[src/rtl/sram_arb_pkg.sv]
// sram_arb_pkg: shared FSM encoding, default widths and requester index type
// for the two-port SRAM arbiter.
package sram_arb_pkg;

    localparam int ADDR_W_DEF = 2;
    localparam int DATA_W_DEF = 4;

    typedef enum logic [1:0] {
        IDLE    = 2'd0,
        WR      = 2'd1,
        RD_ADDR = 2'd2,
        RD_DATA = 2'd3
    } arb_state_e;

    typedef logic req_idx_t;

    // A lone requester always wins; only a tie consults the preference.
    function automatic req_idx_t pick(
        input logic     valid0,
        input logic     valid1,
        input req_idx_t tie
    );
        if (valid0 && valid1) begin
            return tie;
        end
        return valid1 ? 1'b1 : 1'b0;
    endfunction

endpackage

[src/rtl/sram_arb_rr.sv]
// sram_arb_rr: 2-way winner picker with registered last_grant.
// SRAM_ARB_FIXED_PRIO_EN selects fixed req0 priority instead of round-robin.
module sram_arb_rr
    import sram_arb_pkg::*;
(
    input  logic clk,
    input  logic rst,
    input  logic valid0,
    input  logic valid1,
    input  logic grant_en,
    output logic grant
);

`ifdef SRAM_ARB_FIXED_PRIO_EN
    logic unused;

    assign unused = clk ^ rst ^ grant_en;
    assign grant  = pick(valid0, valid1, 1'b0);
`else
    req_idx_t last_grant;

    // Reset value 1 hands the first contest to req0.
    assign grant = pick(valid0, valid1, ~last_grant);

    always_ff @(posedge clk or posedge rst) begin
        if (rst) begin
            last_grant <= 1'b1;
        end else if (grant_en) begin
            last_grant <= grant;
        end
    end
`endif

endmodule

[src/rtl/sram_arb.sv]
// sram_arb: shares one small SRAM between two requesters, one access per grant.
// Round-robin by default; SRAM_ARB_FIXED_PRIO_EN gives req0 fixed priority.
module sram_arb
    import sram_arb_pkg::*;
#(
    parameter int ADDR_W = ADDR_W_DEF,
    parameter int DATA_W = DATA_W_DEF
) (
    input  logic              clk,
    input  logic              rst,
    input  logic              req0_valid,
    input  logic              req0_wr,
    input  logic [ADDR_W-1:0] req0_addr,
    input  logic [DATA_W-1:0] req0_wdata,
    input  logic              req1_valid,
    input  logic              req1_wr,
    input  logic [ADDR_W-1:0] req1_addr,
    input  logic [DATA_W-1:0] req1_wdata,
    output logic              req0_done,
    output logic              req1_done,
    output logic [DATA_W-1:0] rdata,
    output logic              busy,
    output logic              sram_en,
    output logic              sram_wr,
    output logic [ADDR_W-1:0] sram_addr,
    output logic [DATA_W-1:0] sram_wdata,
    input  logic [DATA_W-1:0] sram_rdata
);

    arb_state_e        state;
    arb_state_e        state_nx;
    req_idx_t          owner;
    logic              op_wr;
    logic [ADDR_W-1:0] op_addr;
    logic [DATA_W-1:0] op_wdata;

    logic              any_valid;
    logic              grant_en;
    req_idx_t          winner;
    logic              sel_wr;
    logic [ADDR_W-1:0] sel_addr;
    logic [DATA_W-1:0] sel_wdata;
    logic              done;

    assign any_valid = req0_valid | req1_valid;
    assign grant_en  = (state == IDLE) && any_valid;

    sram_arb_rr u_rr (
        .clk      (clk),
        .rst      (rst),
        .valid0   (req0_valid),
        .valid1   (req1_valid),
        .grant_en (grant_en),
        .grant    (winner)
    );

    assign sel_wr    = winner ? req1_wr    : req0_wr;
    assign sel_addr  = winner ? req1_addr  : req0_addr;
    assign sel_wdata = winner ? req1_wdata : req0_wdata;

    always_comb begin
        state_nx = state;
        unique case (state)
            IDLE: begin
                if (grant_en) begin
                    state_nx = sel_wr ? WR : RD_ADDR;
                end
            end
            WR:      state_nx = IDLE;
            RD_ADDR: state_nx = RD_DATA;
            RD_DATA: state_nx = IDLE;
            default: state_nx = IDLE;
        endcase
    end

    // Request fields are captured only here; later changes are ignored.
    always_ff @(posedge clk or posedge rst) begin
        if (rst) begin
            state    <= IDLE;
            owner    <= 1'b0;
            op_wr    <= 1'b0;
            op_addr  <= '0;
            op_wdata <= '0;
        end else begin
            state <= state_nx;
            if (grant_en) begin
                owner    <= winner;
                op_wr    <= sel_wr;
                op_addr  <= sel_addr;
                op_wdata <= sel_wdata;
            end
        end
    end

    always_comb begin
        sram_en    = 1'b0;
        sram_wr    = 1'b0;
        sram_addr  = '0;
        sram_wdata = '0;
        rdata      = '0;
        done       = 1'b0;
        unique case (state)
            WR: begin
                sram_en    = 1'b1;
                sram_wr    = op_wr;
                sram_addr  = op_addr;
                sram_wdata = op_wdata;
                done       = 1'b1;
            end
            RD_ADDR: begin
                sram_en   = 1'b1;
                sram_addr = op_addr;
            end
            RD_DATA: begin
                sram_en   = 1'b1;
                sram_addr = op_addr;
                rdata     = sram_rdata;
                done      = 1'b1;
            end
            default: ;
        endcase
    end

    assign busy      = (state != IDLE);
    assign req0_done = done & ~owner;
    assign req1_done = done & owner;

endmodule

[config.mk]
export PLATFORM = sky130hd
export DESIGN_NAME = sram_arb
export DESIGN_NICKNAME = d
export VERILOG_FILES = /design/src/rtl/sram_arb_pkg.sv /design/src/rtl/sram_arb_rr.sv /design/src/rtl/sram_arb.sv
export SDC_FILE = /design/constraint.sdc
export NUM_CORES = 1
export LEC_CHECK = 0
export BUFFER_PORTS_ARGS = -buffer_cell sky130_fd_sc_hd__buf_2
export CELL_PAD_IN_SITES_DETAIL_PLACEMENT = 1
export CELL_PAD_IN_SITES_GLOBAL_PLACEMENT = 1
export CORE_UTILIZATION = 28
export CTS_CLUSTER_DIAMETER = 100
export DETAILED_ROUTE_END_ITERATION = 12
export GPL_ROUTABILITY_DRIVEN = 0
export PLACE_DENSITY = 0.84
export SYNTH_ARGS = -nofsm -noshare
export SYNTH_HDL_FRONTEND = slang
export SYNTH_HIERARCHICAL = 1
export SYNTH_SLANG_ARGS = --single-unit
[constraint.sdc]
create_clock -name clk -period 1.5 [get_ports clk]
set_input_delay 0 -clock clk [delete_from_list [all_inputs] [get_ports clk]]
set_output_delay 0 -clock clk [all_outputs]
set_load 0.05 [all_outputs]
Word level (Yosys, flattened, before mapping)
Index checks and enable logic that the tools add are counted.
{"block": "word_totals", "reg_bits": 11, "in_bits": 22, "output_inout_bits": 15, "word_cells": 37}
{"block": "classes", "eq_ne": 4, "n_mux": 16, "bitwise": 5, "reduce_logical": 6}
{"operator": "4-bit two-way mux", "count": 3}
{"operator": "1-bit two-way mux", "count": 8}
{"operator": "2-bit two-way mux", "count": 4}
{"operator": "2-bit case mux with 3 select lines", "count": 1}
{"operator": "2-bit == test (second input constant)", "count": 2}
{"operator": "3-bit OR reduction", "count": 1}
{"operator": "1-bit AND", "count": 2}
{"operator": "2-bit by 1-bit == test with 1-bit output (second input constant)", "count": 1}
{"operator": "1-bit logical AND", "count": 2}
{"operator": "2-bit zero test", "count": 1}
{"operator": "2-bit inequality test (second input constant)", "count": 1}
{"operator": "1-bit inverter", "count": 2}
{"operator": "2-bit nonzero test", "count": 1}
{"operator": "2-bit OR reduction", "count": 1}
{"operator": "1-bit bitwise OR", "count": 1}

Depth between registers and ports, before layout
{"block": "logic_depth", "ltp_word": 7, "depth_mapped": 5, "ltp_nobuf": 4}

Cells and area by module
The synthesis kept the hierarchy.
{"mod": "sram_arb", "instances": 1, "cells_each": 51, "area_per_inst_um2": 596.8, "seq_area_each_um2": 250.2}
{"mod": "sram_arb_rr", "instances": 1, "cells_each": 4, "area_per_inst_um2": 56.3, "seq_area_each_um2": 26.3}

Worst setup path before layout
Ideal clock, no wire load.
{"block": "synth_path", "kind": "register -> register", "startpoint": "reg u_rr.last_grant", "endpoint": "reg state[1]", "setup_time_ns": 0.074, "arrival_time_ns": 1.358, "required_ns": 1.426, "slack_ns": 0.068, "stages_incl_launch_ff": 6, "n_path_buf": 1, "period_less_slack_ns": 1.432, "cell_sequence": "dfstp_2 a21boi_2 buf_6 mux2_4 or3_1 o21ai_2"}
{"block": "synth_via", "elab_chain_len": 7}
{"item": "start: declaration", "line": "sram_arb_rr.sv:20", "source": "req_idx_t last_grant;"}
{"item": "start signal: assignment", "line": "sram_arb_rr.sv:29", "source": "last_grant <= grant;"}
{"item": "1-bit inverter", "line": "sram_arb_rr.sv:23", "source": "assign grant = pick(valid0, valid1, ~last_grant);"}
{"item": "1-bit two-way mux", "line": "sram_arb_pkg.sv:23", "source": "if (valid0 && valid1) begin"}
{"item": "1-bit two-way mux", "line": "sram_arb_pkg.sv:26", "source": "return valid1 ? 1'b1 : 1'b0;"}
{"item": "via winner", "line": "sram_arb.sv:39", "source": "req_idx_t winner;"}
{"item": "1-bit two-way mux", "line": "sram_arb.sv:57", "source": "assign sel_wr = winner ? req1_wr : req0_wr;"}
{"item": "2-bit two-way mux", "line": "sram_arb.sv:66", "source": "state_nx = sel_wr ? WR : RD_ADDR;"}
{"item": "2-bit two-way mux", "line": "sram_arb.sv:65", "source": "if (grant_en) begin"}
{"item": "2-bit case mux with 3 select lines", "line": "sram_arb.sv:63", "source": "unique case (state)"}
{"item": "end signal: assignment", "line": "sram_arb.sv:85", "source": "state <= state_nx;"}
{"item": "end: declaration", "line": "sram_arb.sv:30", "source": "arb_state_e state;"}
The timed path passes the listed nets, and every way through them passes these cells. The select of a mux whose other input is x is not followed.
A chain may end at the register's enable or synchronous reset.

Worst setup path in the final report
Same ends and word-level chain as after synthesis.

==> flow_results.org <==
** Synth
- After synthesis, the share of flip-flops with an asynchronous set or reset is 100%.
- Most used standard cells in the synthesized netlist :: sky130_fd_sc_hd__mux2_2, sky130_fd_sc_hd__dfrtp_1, sky130_fd_sc_hd__and2_1, sky130_fd_sc_hd__and3_1, sky130_fd_sc_hd__inv_1
- Counting flops with a built-in enable in the synthesized netlist gives 0.
- Post-synthesis net count :: 77
- The number of different library cells used by synthesis comes to 19.
- Dominant synthesized flop cell :: sky130_fd_sc_hd__dfrtp_1
- Area of the mapped netlist :: 653 sq um
- Yosys attributes the largest share of cell area to sky130_fd_sc_hd__dfrtp_1, sky130_fd_sc_hd__mux2_2, sky130_fd_sc_hd__and2_1.
- After synthesis, the mean cell area works out to 11.9 sq um.
- Gate Count Post-Synth :: 55
- The synthesized design contains 11 register bits.
- Count of synthesis-stage warnings from yosys :: 6
- Post-synthesis sequential area ratio :: 42.3%
- The largest total area in the synthesized netlist belongs to sky130_fd_sc_hd__dfrtp_1.
- Area share of the largest cell type after synthesis :: 38.3%
- Most instantiated library cell after synthesis :: sky130_fd_sc_hd__mux2_2

** CTS
- TritonCTS built the clock tree.
- Counting along the longest clock path gives a buffer depth of 2.
- Insertion delay to the later sink of the worst-skew pair :: 0.27 ns
- Total CTS buffers :: 3
- In this run the number of H-tree levels came out at 1.
- The clock drives 11 sinks.
- Clock-pin transition on the worst setup and hold timing paths :: 0.07 ns
- Clock tree synthesis selected as its root buffer the cell sky130_fd_sc_hd__clkbuf_4.
- Buffers inserted during post-CTS setup optimization :: 0

** Drt
- Wire length per cell after detailed routing :: 12.8 um
- Before antenna repair, the detailed router went through 4 iterations.
- Drt first-iter violations :: 4
- For this run, design rule violations remaining after detail routing come to 0.
- Number of vias per cell :: 4.53
- Detail Route Antenna Nets :: 0
- The final layout contains routed wiring with a total length of 1600 um.
- Vias :: 566

** Global routing
- Entering global routing, the biggest net connects 12 pins.
- Antenna violations before repair :: 0
- Global routing consumed, over all layers together, 13.6% of the routing resources.
- Global routing finished with a remaining overflow of 0.
- Wire length of the first global-routing pass :: 2570 um
- The number of global-route vias before repair was 598.

** Setup path
- The critical path starts at u_rr/last_grant$_DFFE_PP1P_.
- Walking the worst path, the cells encountered are a21boi_4 -> mux2_4 -> or3_4 -> o21ai_2.
- For flop-to-flop paths, the worst setup slack is 0.04 ns.
- STA puts the critical path data arrival time at 1.67 ns.
- In this run the worst path has a maximum fanout of 8.
- Endpoint of the most critical setup path :: state[1]$_DFFE_PP0P_
- Worst Reg2Reg Path Length in Cells :: 4
- Endpoint class of the critical path :: flop
- STA classifies the critical path startpoint as a flop.
- For the worst setup path, the data required time is 1.70 ns.
- For this run, the slowest stage of the critical path takes 0.39 ns.
- Critical path start-end classification :: flop to flop
- Crit path max-delay family :: flip-flops
- Worst reg2reg endpoint :: state[1]$_DFFE_PP0P_
- Crit path buffers/inverters :: 0
- Instance count on the critical path :: 4
- Crit path max-delay cell type :: sky130_fd_sc_hd__dfstp_2
- Beginning of the worst register-to-register path :: u_rr/last_grant$_DFFE_PP1P_

** STA
- Across all setup checks in the final design, the least slack found is 0.0387 ns.
- The number of failing hold endpoints at the final stage is 0.
- Relative max-transition margin :: 72.3%
- Setup repair after global routing could not meet its margin everywhere.
- Final Max Tran Viols :: 0
- The worst path uses 97.4% of the clock period.
- The clock arrives with 0.00216 ns of skew.
- Static timing analysis puts the maximum clock frequency at 684 MHz.
- At the pin with the least slew margin, the transition time is 0.414 ns.
- Post-layout min period :: 1.46 ns
- Total setup violations reported at the end of the flow :: 0

** Floorplan
- From bottom edge to top edge, the die measures 50.3 um.
- Row generation in the floorplan step produced 17 rows.
- The core region is 0.00221 sq mm.
- The die covers 0.00253 sq mm.
- Floorplan die width :: 50.3 um
- For this configuration, the core starts out at a cell density of 29.5%.
- I/O pin cnt :: 37

** Hold path
- The path class of the tightest hold or removal check is input port to flop.

** Finish
- The repair_antennas step left the layout with diodes totalling 0.
- Ratio of cells with drive above 1 in the final layout :: 69.1%
- Nets :: 120
- Layout overhead on the synthesized area :: 43.3%

** Place
- Number of buffers added on ports :: 36
- OpenSTA, run right after detailed placement, puts the worst setup slack at -0.0693 ns.
- Once detailed placement completed, the half-perimeter wirelength came to 1270 um.

** Power
- Power density normalized to cell area :: 2340 mW/mm^2
- Post-route total power :: 2.19 mW
- The analysis attributes to cell leakage a power of 0.494 nW.
- Worst ir drop on vdd :: 1.09 mV

** Outcome
- The flow ran to the end, and the final reports show no timing, DRC or antenna violations.

** Run
- Max-cap violations in this run came to 0.
cells by family (layout without fill, tap and decap cells):
family	after synthesis	in the layout	synth area share [%]
AOI/OAI and AO/OA	4	4	4.60
DFF	11	11	42.3
buffers and inverters	5	47	4.02
and+or+nand+nor	19	19	20.3
muxes	16	16	28.7
where the power goes:
group	switching, mW	internal [mW]
combinational	0.923	0.523
clock	0.106	0.0987
sequential	0.0825	0.460
total	1.11	1.08
flip-flops by register name, indices dropped and copies added (netlist names):
| register | count |
|---|---|
| op_wdata | 4 |
| op_addr | 2 |
| state | 2 |
| op_wr | 1 |
| owner | 1 |
| u_rr/last_grant | 1 |
worst min-delay path: cells and delay by family:
kind                   cells  cell delay [ns]
buffers and inverters      1             0.07
muxes                      2             0.25
cell usage in the layout, fill, tap and decap left out, types with 2 or more instances in the layout:
| master | Yosys | routed |
|---|---|---|
| sky130_fd_sc_hd__buf_2 | 0 | 35 |
| sky130_fd_sc_hd__mux2_2 | 14 | 14 |
| sky130_fd_sc_hd__dfrtp_1 | 10 | 10 |
| sky130_fd_sc_hd__and2_1 | 8 | 8 |
| sky130_fd_sc_hd__and3_1 | 4 | 4 |
| sky130_fd_sc_hd__clkbuf_4 | 0 | 4 |
| sky130_fd_sc_hd__inv_1 | 3 | 3 |
| sky130_fd_sc_hd__buf_4 | 0 | 3 |
| sky130_fd_sc_hd__mux2_4 | 2 | 2 |
area by class of cell:
class / instances / area, sq um
Fill cell: 275 / 1280
Multi-Input combinational cell: 39 / 370
Sequential cell: 11 / 277
Timing Repair Buffer: 40 / 215
Tap cell: 28 / 35.0
Clock buffer: 3 / 22.5
Inverter: 3 / 11.3
Clock inverter: 1 / 5.00
metal layers:
layer	share of wire [%]	GRT usage, %	routed length, um	up-vias
li1	-	-	-	272
met1	42	15.4	676	258
met2	50	24.9	803	36
met3	7.4	3.03	119	0
met4	0	4.17	0	0
met5	0	0	0	-
worst min-delay path by stage:
stage	to	cells past startpoint	slack [ns]	from
after floorplan	op_addr[0]$_DFFE_PP0P_	1	-0.16	rst
after global placement	u_rr/last_grant$_DFFE_PP1P_	2	0.02	rst
after detailed placement	u_rr/last_grant$_DFFE_PP1P_	2	0.008	rst
after CTS	op_wdata[1]$_DFFE_PP0P_	3	0.08	req1_wdata[1]
after global routing	op_wdata[0]$_DFFE_PP0P_	3	0.09	req0_wdata[0]
final	op_wdata[1]$_DFFE_PP0P_	3	0.09	req1_wdata[1]
through the flow:
step	TNS (ns)	hold WS [ns]	instance area (sq um)	cells	utilization, %
2_1_floorplan	0	-0.160	653	55	-
3_3_place_gp	-0.0256	0.0155	876	120	39.6
3_5_place_dp	-0.336	0.00841	876	120	39.6
4_1_cts	0	0.0754	923	125	41.7
5_1_grt	-0.0286	0.0871	936	125	42.3
6_report	0	0.0857	936	125	42.3
timing repair:
item	in CTS	in global routing
hold buffers	1	0
endpoints found under the hold margin	11	0
setup endpoints to repair	13	6
gates resized for setup	2	3
Power figures use the tool's default switching activity.
